File: config.mk
export PLATFORM = sky130hd
export DESIGN_NAME = rr_priority_arbiter
export DESIGN_NICKNAME = d
export VERILOG_FILES = /design/src/rtl/arb_pkg.sv /design/src/rtl/priority_encoder_param.sv /design/src/rtl/rr_priority_arbiter.sv
export SDC_FILE = /design/constraint.sdc
export NUM_CORES = 1
export LEC_CHECK = 0
export ABC_AREA = 1
export BUFFER_PORTS_ARGS = -buffer_cell sky130_fd_sc_hd__buf_2
export CORE_ASPECT_RATIO = 1.4
export CORE_UTILIZATION = 57
export CTS_CLUSTER_SIZE = 25
export DETAILED_ROUTE_END_ITERATION = 6
export GPL_ROUTABILITY_DRIVEN = 0
export PLACE_DENSITY = 0.86
export RECOVER_POWER = 50
export SLEW_MARGIN = 40
export SYNTH_ARGS = -nofsm -noshare
export SYNTH_HDL_FRONTEND = slang
export SYNTH_SLANG_ARGS = --single-unit
export TNS_END_PERCENT = 1
File: constraint.sdc
create_clock -name clk -period 4.1 [get_ports clk]
set_input_delay 0.82 -clock clk [delete_from_list [all_inputs] [get_ports clk]]
set_output_delay 0.82 -clock clk [all_outputs]
set_load 0.1 [all_outputs]
File: src/rtl/arb_pkg.sv
// Shared types and helpers for the round-robin / fixed priority arbiter.
package arb_pkg;

    typedef enum logic {
        IDLE,
        GRANT
    } state_t;

    function automatic int clamp_idx_w(input int n);
        return (n <= 1) ? 1 : $clog2(n);
    endfunction

endpackage

File: src/rtl/priority_encoder_param.sv
// Combinational encoder: index of the highest set bit of vec, plus found.
module priority_encoder_param
    import arb_pkg::*;
#(
    parameter int N = 4,
    parameter int W = clamp_idx_w(N)
) (
    input  logic [N-1:0] vec,
    output logic [W-1:0] idx,
    output logic         found
);

    // Later (higher) set bits overwrite earlier ones, so the highest wins.
    always_comb begin
        idx   = '0;
        found = 1'b0;
        for (int i = 0; i < N; i++) begin
            if (vec[i]) begin
                idx   = W'(i);
                found = 1'b1;
            end
        end
    end

endmodule

File: src/rtl/rr_priority_arbiter.sv
// Registered arbiter with held grant/ack handshake; fixed or round-robin
// priority searched downward from ptr with wraparound.
module rr_priority_arbiter
    import arb_pkg::*;
#(
    parameter int NUM_REQ = 8,
    parameter int RR_MODE = 1
) (
    input  logic                                clk,
    input  logic                                rst,
    input  logic [NUM_REQ-1:0]                  req,
    input  logic                                ack,
    output logic [NUM_REQ-1:0]                  grant,
    output logic [clamp_idx_w(NUM_REQ)-1:0]     grant_idx,
    output logic                                grant_valid
);

    localparam int IDX_W = clamp_idx_w(NUM_REQ);
    localparam logic [IDX_W-1:0] TOP = IDX_W'(NUM_REQ - 1);

    state_t           state;
    state_t           state_n;
    logic [IDX_W-1:0] ptr;
    logic [IDX_W-1:0] ptr_n;
    logic [IDX_W-1:0] acked_ptr;
    logic [IDX_W-1:0] search_ptr;
    logic [NUM_REQ-1:0] rot;
    logic [IDX_W-1:0] enc_idx;
    logic             found;
    logic [IDX_W-1:0] win_idx;
    logic             accept;
    logic             load;

    logic [NUM_REQ-1:0] grant_n;
    logic [IDX_W-1:0]   grant_idx_n;
    logic               grant_valid_n;

    assign accept    = (state == GRANT) && ack;
    assign load      = (state == IDLE) || accept;
    assign acked_ptr = (grant_idx == '0) ? TOP : grant_idx - 1'b1;

    // An accepted grant searches with the already-advanced pointer.
    assign search_ptr = (RR_MODE != 0 && accept) ? acked_ptr : ptr;

    // Rotate so that requester search_ptr lands on the top bit.
    always_comb begin
        rot = '0;
        for (int j = 0; j < NUM_REQ; j++) begin
            rot[j] = req[(j + int'(search_ptr) + 1) % NUM_REQ];
        end
    end

    priority_encoder_param #(
        .N (NUM_REQ),
        .W (IDX_W)
    ) u_enc (
        .vec   (rot),
        .idx   (enc_idx),
        .found (found)
    );

    always_comb begin
        win_idx = IDX_W'((int'(enc_idx) + int'(search_ptr) + 1) % NUM_REQ);
    end

    always_ff @(posedge clk or posedge rst) begin
        if (rst) begin
            state       <= IDLE;
            ptr         <= TOP;
            grant       <= '0;
            grant_idx   <= '0;
            grant_valid <= 1'b0;
        end else begin
            state       <= state_n;
            ptr         <= ptr_n;
            grant       <= grant_n;
            grant_idx   <= grant_idx_n;
            grant_valid <= grant_valid_n;
        end
    end

    always_comb begin
        state_n = state;
        unique case (state)
            IDLE:    state_n = found ? GRANT : IDLE;
            GRANT:   state_n = (ack && !found) ? IDLE : GRANT;
            default: state_n = IDLE;
        endcase
    end

    always_comb begin
        ptr_n         = ptr;
        grant_n       = grant;
        grant_idx_n   = grant_idx;
        grant_valid_n = grant_valid;
        if (RR_MODE != 0 && accept) begin
            ptr_n = acked_ptr;
        end
        if (load) begin
            grant_valid_n = found;
            grant_idx_n   = found ? win_idx : '0;
            grant_n       = found ? (NUM_REQ'(1) << win_idx) : '0;
        end
    end

endmodule

==> results.cfg, run 1 <==
[floorplanning]
fp.coreArea_um2 = 2643
die_x_um = 46.71
die_y_um = 64.60
start_util = 0.6037
rows = 22
pin_count = 23
die_area_um2 = 3017

[grt]
grt_usage = 0.2843
overflow = 0
antenna_found_initial = 0
grt_max_degree = 18
grt_pass1_vias = 1495
grt_pass1_wl_mm = 6.285

[worst_setup_path]
rrSetupSlack_ps = 290
r2r_start = grant_idx[0]$_DFFE_PP0P_
r2r-end = grant[4]$_DFFE_PP0P_
required_ps = 4340
ff2ff_path_depth = 25
crit_fanout = 5
start_kind = flip-flop
worstSetupEndpointType = flip-flop
cp.arrival_ps = 4050
critPathKind = reg -> reg

[timing]
maxSlewHeadroom = 0.2302
hold_violations = 0
min_period_ps = 3807
fin_setup_tns_ps = 0
drv_slew = 0
max_freq_mhz = 262.6
worst_pin_slew_ps = 1160
finalSetupViolCount = 0
finalClockSkew_ps = 1.693
fin_crit_sh = 0.9286
setup_ws_ps = 292.6

[placed_design]
dp_hpwl_mm = 2.977
portBuffers = 22
pre_cts_slack_ps = 82.06

[logic_synthesis]
synth_area_leaders = dfrtp_1, nand3_1, nand2_1
synthAdderAreaFrac = 0.05176
ys_async_sr_fraction = 1.000
syn_area_um2 = 1595
ys_warn_count = 0
seq_area_frac_synth = 0.2533
syn-instance-count = 234
syn_area_per_cell_um2 = 6.817
ys_ff_latch = 16
synth_top_family_by_area = simple AND/OR/NAND/NOR gates
muxShareOfSynthArea = 0
synth_ff_type = dfrtp_1
synth_top_area_cell = dfrtp_1
synth_edf_count = 0
synth_compound_area_frac = 0.06039
synthMostInstantiatedCell = nand2_1
mappedNetlistNets = 251
synth-xor-area-share = 0.005490
synth_top_cell_area_share = 0.2039
yosys-top-cells-count = nand2_1, nand3_1, inv_1, dfrtp_1, nand2_2
synthSimpleGateAreaFrac = 0.5176
synth_cell_types = 31

[finish]
nets = 275
layout-drive-gt1-share = 0.2451
area_delta_synth_final_pct = 9.804
antenna_cells = 0

[cts]
root_buffer = clkbuf_4
cts_tree = done
insertion_delay_ps = 300
post_cts_resized = 0
cts-buffers-inserted = 3
cts_hold_buf = 0
clock_sinks = 16
htreeDepth = 1
postCtsSetupBuffers = 0
clockBufferDepth = 2
clk_pin_slew_worst_paths_ps = 90

[outcome]
status = completed

[min_path]
holdPathEnd = grant[6]$_DFFE_PP0P_
hold_start = grant[6]$_DFFE_PP0P_
hold_class = reg -> reg
worstHoldPathCells = 2

[detailed_routing]
postRouteAntennaNets = 0
wl_per_cell_um = 12.69
remaining_drc_errors = 0
drt_iter0_markers = 44
wl_mm = 3.719
routed_via_density = 5.382
drt_pre_antenna_iters = 5
vias = 1577

[run]
maxCapViolCount = 0
## state kept, by name, summed over array words and instances (netlist names)
signal       flops
ptr              3
grant_valid      1
grant_idx        3
grant            8
state            1
## cell type report
type	count	area (um2)
multi-input cells	181	1018
fillers	256	890.9
flip-flops and latches	16	406.6
inverters	33	131.4
repair buffers	23	113.9
well taps	36	45.04
clock buffers	4	36.28
## layer usage
| layer | track usage | routed length [um] |
|---|---|---|
| met3 | 0.02786 | 136 |
| met1 | 0.3081 | 1473 |
| met2 | 0.5104 | 2022 |
| met4 | 0.1464 | 87 |
| met5 | 0 | 0 |
## worst max-delay path, cell delays in order (launching register included)
cell      delay [ps]
dfrtp_2          430
inv_1            110
ha_1             160
ha_1             200
nor2_1            90
o21ai_1          280
ha_2             390
inv_2            100
nand3_1           80
nand2_1           80
nand2_1           50
nand3_1          120
nand3_1           90
nand2_1           60
nand2_1           40
nand2_1           50
a21boi_0          80
ha_1             200
fa_1             420
xor2_2           220
inv_1             70
nand2_2           80
nand2_4           80
nor2_4           110
nand2_1           70
nand2_1           70
## placed cells by master, fill, tap and decap left out, types with 2 or more instances in the layout
cell      instances
clkbuf_4          3
clkbuf_1          3
nor2_1            7
nand2_2          10
nand2_8           2
dfrtp_2           2
dfrtp_1          11
o22ai_1           3
dfstp_2           3
o21ai_2           4
ha_1              4
nand3_1          57
nand2_4           7
buf_2            19
inv_2             2
nand2_1          73
inv_1            29
## worst max-delay path by stage
| stage | startpoint | to | slack (ps) | depth (start not counted) |
|---|---|---|---|---|
| after floorplan | grant_idx[2]$_DFFE_PP0P_ | grant[3]$_DFFE_PP0P_ | 50 | 26 |
| after global placement | ack | grant[5]$_DFFE_PP0P_ | 150 | 25 |
| after detailed placement | ack | grant[5]$_DFFE_PP0P_ | 80 | 25 |
| after CTS | grant_idx[0]$_DFFE_PP0P_ | grant[4]$_DFFE_PP0P_ | 140 | 27 |
| after global routing | grant_idx[0]$_DFFE_PP0P_ | grant[6]$_DFFE_PP0P_ | -40 | 27 |
| final | grant_idx[0]$_DFFE_PP0P_ | grant[4]$_DFFE_PP0P_ | 290 | 25 |
## stage by stage
| step | area, um2 | hold slack, ps | instances | util |
|---|---|---|---|---|
| 2_1_floorplan | 1598 | 487.2 | 234 | - |
| 4_1_cts | 1750 | 484.2 | 293 | 0.6624 |
| 5_1_grt | 1752 | 522.6 | 293 | 0.6629 |
| 6_report | 1752 | 488.6 | 293 | 0.6629 |
| 3_3_place_gp | 1714 | 460.4 | 289 | 0.6487 |
| 3_5_place_dp | 1714 | 460.0 | 289 | 0.6487 |
## cells by family (layout without fill, tap and decap cells)
family	count (synthesis)	after routing
DFF	16	16
AOI/OAI and AO/OA	13	13
buffers and inverters	37	60
adders and majority gates	6	6
and+or+nand+nor	161	161
xor gates and xnor gates	1	1
Power of run 1 is left out: the tool's default activity adds up to more than one toggle a clock period on the data nets, which glitch-free logic cannot reach.
==> run 2: changes to the inputs <==
--- a/config.mk
+++ b/config.mk
@@ -16,3 +16,3 @@
 export RECOVER_POWER = 50
-export SLEW_MARGIN = 40
+export SLEW_MARGIN = 5
 export SYNTH_ARGS = -nofsm -noshare
==> constraint.sdc (replaced) <==
create_clock -name clk -period 4.1 [get_ports clk]
set_input_delay 0 -clock clk [delete_from_list [all_inputs] [get_ports clk]]
set_output_delay 0 -clock clk [all_outputs]
set_load 0.1 [all_outputs]
==> results.cfg, run 2 (synthesis results as in run 1) <==
[outcome]
status = completed

[worst_setup_path]
crit_family = adder cells
crit_buf_inv = 4
start_kind = flip-flop
cp.arrival_ps = 4050
crit_path_max_incr_delay_ps = 420
required_ps = 4330
critPathKind = reg -> reg
worstSetupEndpointType = flip-flop
path_common_cell = nand2_1
crit_fanout = 13
crit_path_top_delay_cell = fa_1

[finish]
nets = 280
final_cell_mix = nand2_1, nand3_1, inv_1
largestRegisters = grant: 8 flops, grant_idx: 3 flops, ptr: 3 flops
layout-drive-gt1-share = 0.2366
antenna_cells = 0
postLayoutCoreUtil = 0.6776
area_delta_synth_final_pct = 12.24
largest_reg_flops = 8
mostFrequentLayoutCell = nand2_1
top_register = grant
fill_cells = 244

[placed_design]
portBuffers = 22
pre_cts_slack_ps = 290.1
dp_hpwl_mm = 2.958

[grt]
antenna_found_initial = 0
grt_usage = 0.2653
grt_max_degree = 18
overflow = 0
grt_pass1_wl_mm = 5.865
grt_pass1_vias = 1348

[floorplanning]
die_x_um = 46.71
start_util = 0.6037
die_y_um = 64.60
fp.coreArea_um2 = 2643
pin_count = 23
rows = 22
die_area_um2 = 3017

[timing]
fin_crit_sh = 0.9336
finalClockSkew_ps = 2.335
worst_pin_slew_ps = 1160
whs_ps = 67.17
rsz0062_at_grt = false
min_period_ps = 3828
maxSlewHeadroom = 0.2297
finalSetupViolCount = 0
fin_setup_tns_ps = 0
max_freq_mhz = 261.2
drv_slew = 0
hold_violations = 0
setup_ws_ps = 272.1

[detailed_routing]
wl_mm = 3.761
drt_iter0_markers = 78
vias = 1598
routed_via_density = 5.362
remaining_drc_errors = 0
wl_per_cell_um = 12.62
drt_pre_antenna_iters = 4
postRouteAntennaNets = 0

[cts]
clockBufferDepth = 2
cts_tree = done
root_buffer = clkbuf_4
clock_sinks = 16
cts-buffers-inserted = 3
htreeDepth = 1
clk_pin_slew_worst_paths_ps = 90
insertion_delay_ps = 290

[min_path]
hold_class = in -> reg

[run]
maxCapViolCount = 0
run 2: cell count changes in the layout (fill, tap and decap cells not counted), sizes merged:
| cell | delta |
|---|---|
| clkbuf | +3 |
| buf | +1 |
| dlygate4sd3 | +1 |
run 2: layout make-up:
| cell class | count | area [um2] | share of cell area |
|---|---|---|---|
| well taps | 36 | 45.04 | 0.02516 |
| flip-flops and latches | 16 | 406.6 | 0.2271 |
| inverters | 33 | 131.4 | 0.07338 |
| repair buffers | 28 | 150.1 | 0.08386 |
| multi-input cells | 181 | 1021 | 0.5702 |
| clock buffers | 4 | 36.28 | 0.02027 |
run 2: worst paths after layout:
path,depth (start not counted),slack [ps],to,startpoint
max,27,270,grant[5]$_DFFE_PP0P_,grant_idx[0]$_DFFE_PP0P_
min,3,70,ptr[1]$_DFF_PP1_,ack
max reg2reg,27,270,grant[5]$_DFFE_PP0P_,grant_idx[0]$_DFFE_PP0P_
min reg2reg,2,490,grant[6]$_DFFE_PP0P_,grant[6]$_DFFE_PP0P_
max in group asynchronous,3,3340,grant_idx[0]$_DFFE_PP0P_,rst
min in group asynchronous,3,330,grant_valid$_DFFE_PP0P_,rst
run 2: stage by stage:
stage               cells  cell area [um2]
floorplan             234             1598
global placement      289             1714
detailed placement    289             1714
CTS                   294             1760
global route          298             1790
finish                298             1790
run 2: per-layer routing:
metal  GRT usage  vias to the layer above  wire, um
met1      0.3357                      704      1494
met5           0                        -         0
met3     0.03343                       16       228
li1            -                      813         -
met2      0.4427                       65      1922
met4      0.1000                        0       116
run 2: timing repair:
item / 4_1_cts / 5_1_grt
endpoints found under the hold margin: 13 / 0
setup buffers: 0 / 4
resized for setup: 0 / 1
endpoints found under the setup margin: 0 / 6
hold buffers: 1 / 0
run 2: tightest hold or removal path, cell delays in order:
cell and delay (ps):
buf_2 130, nand2_4 120, o21ai_0 100
Power of run 2 is left out for the same reason.
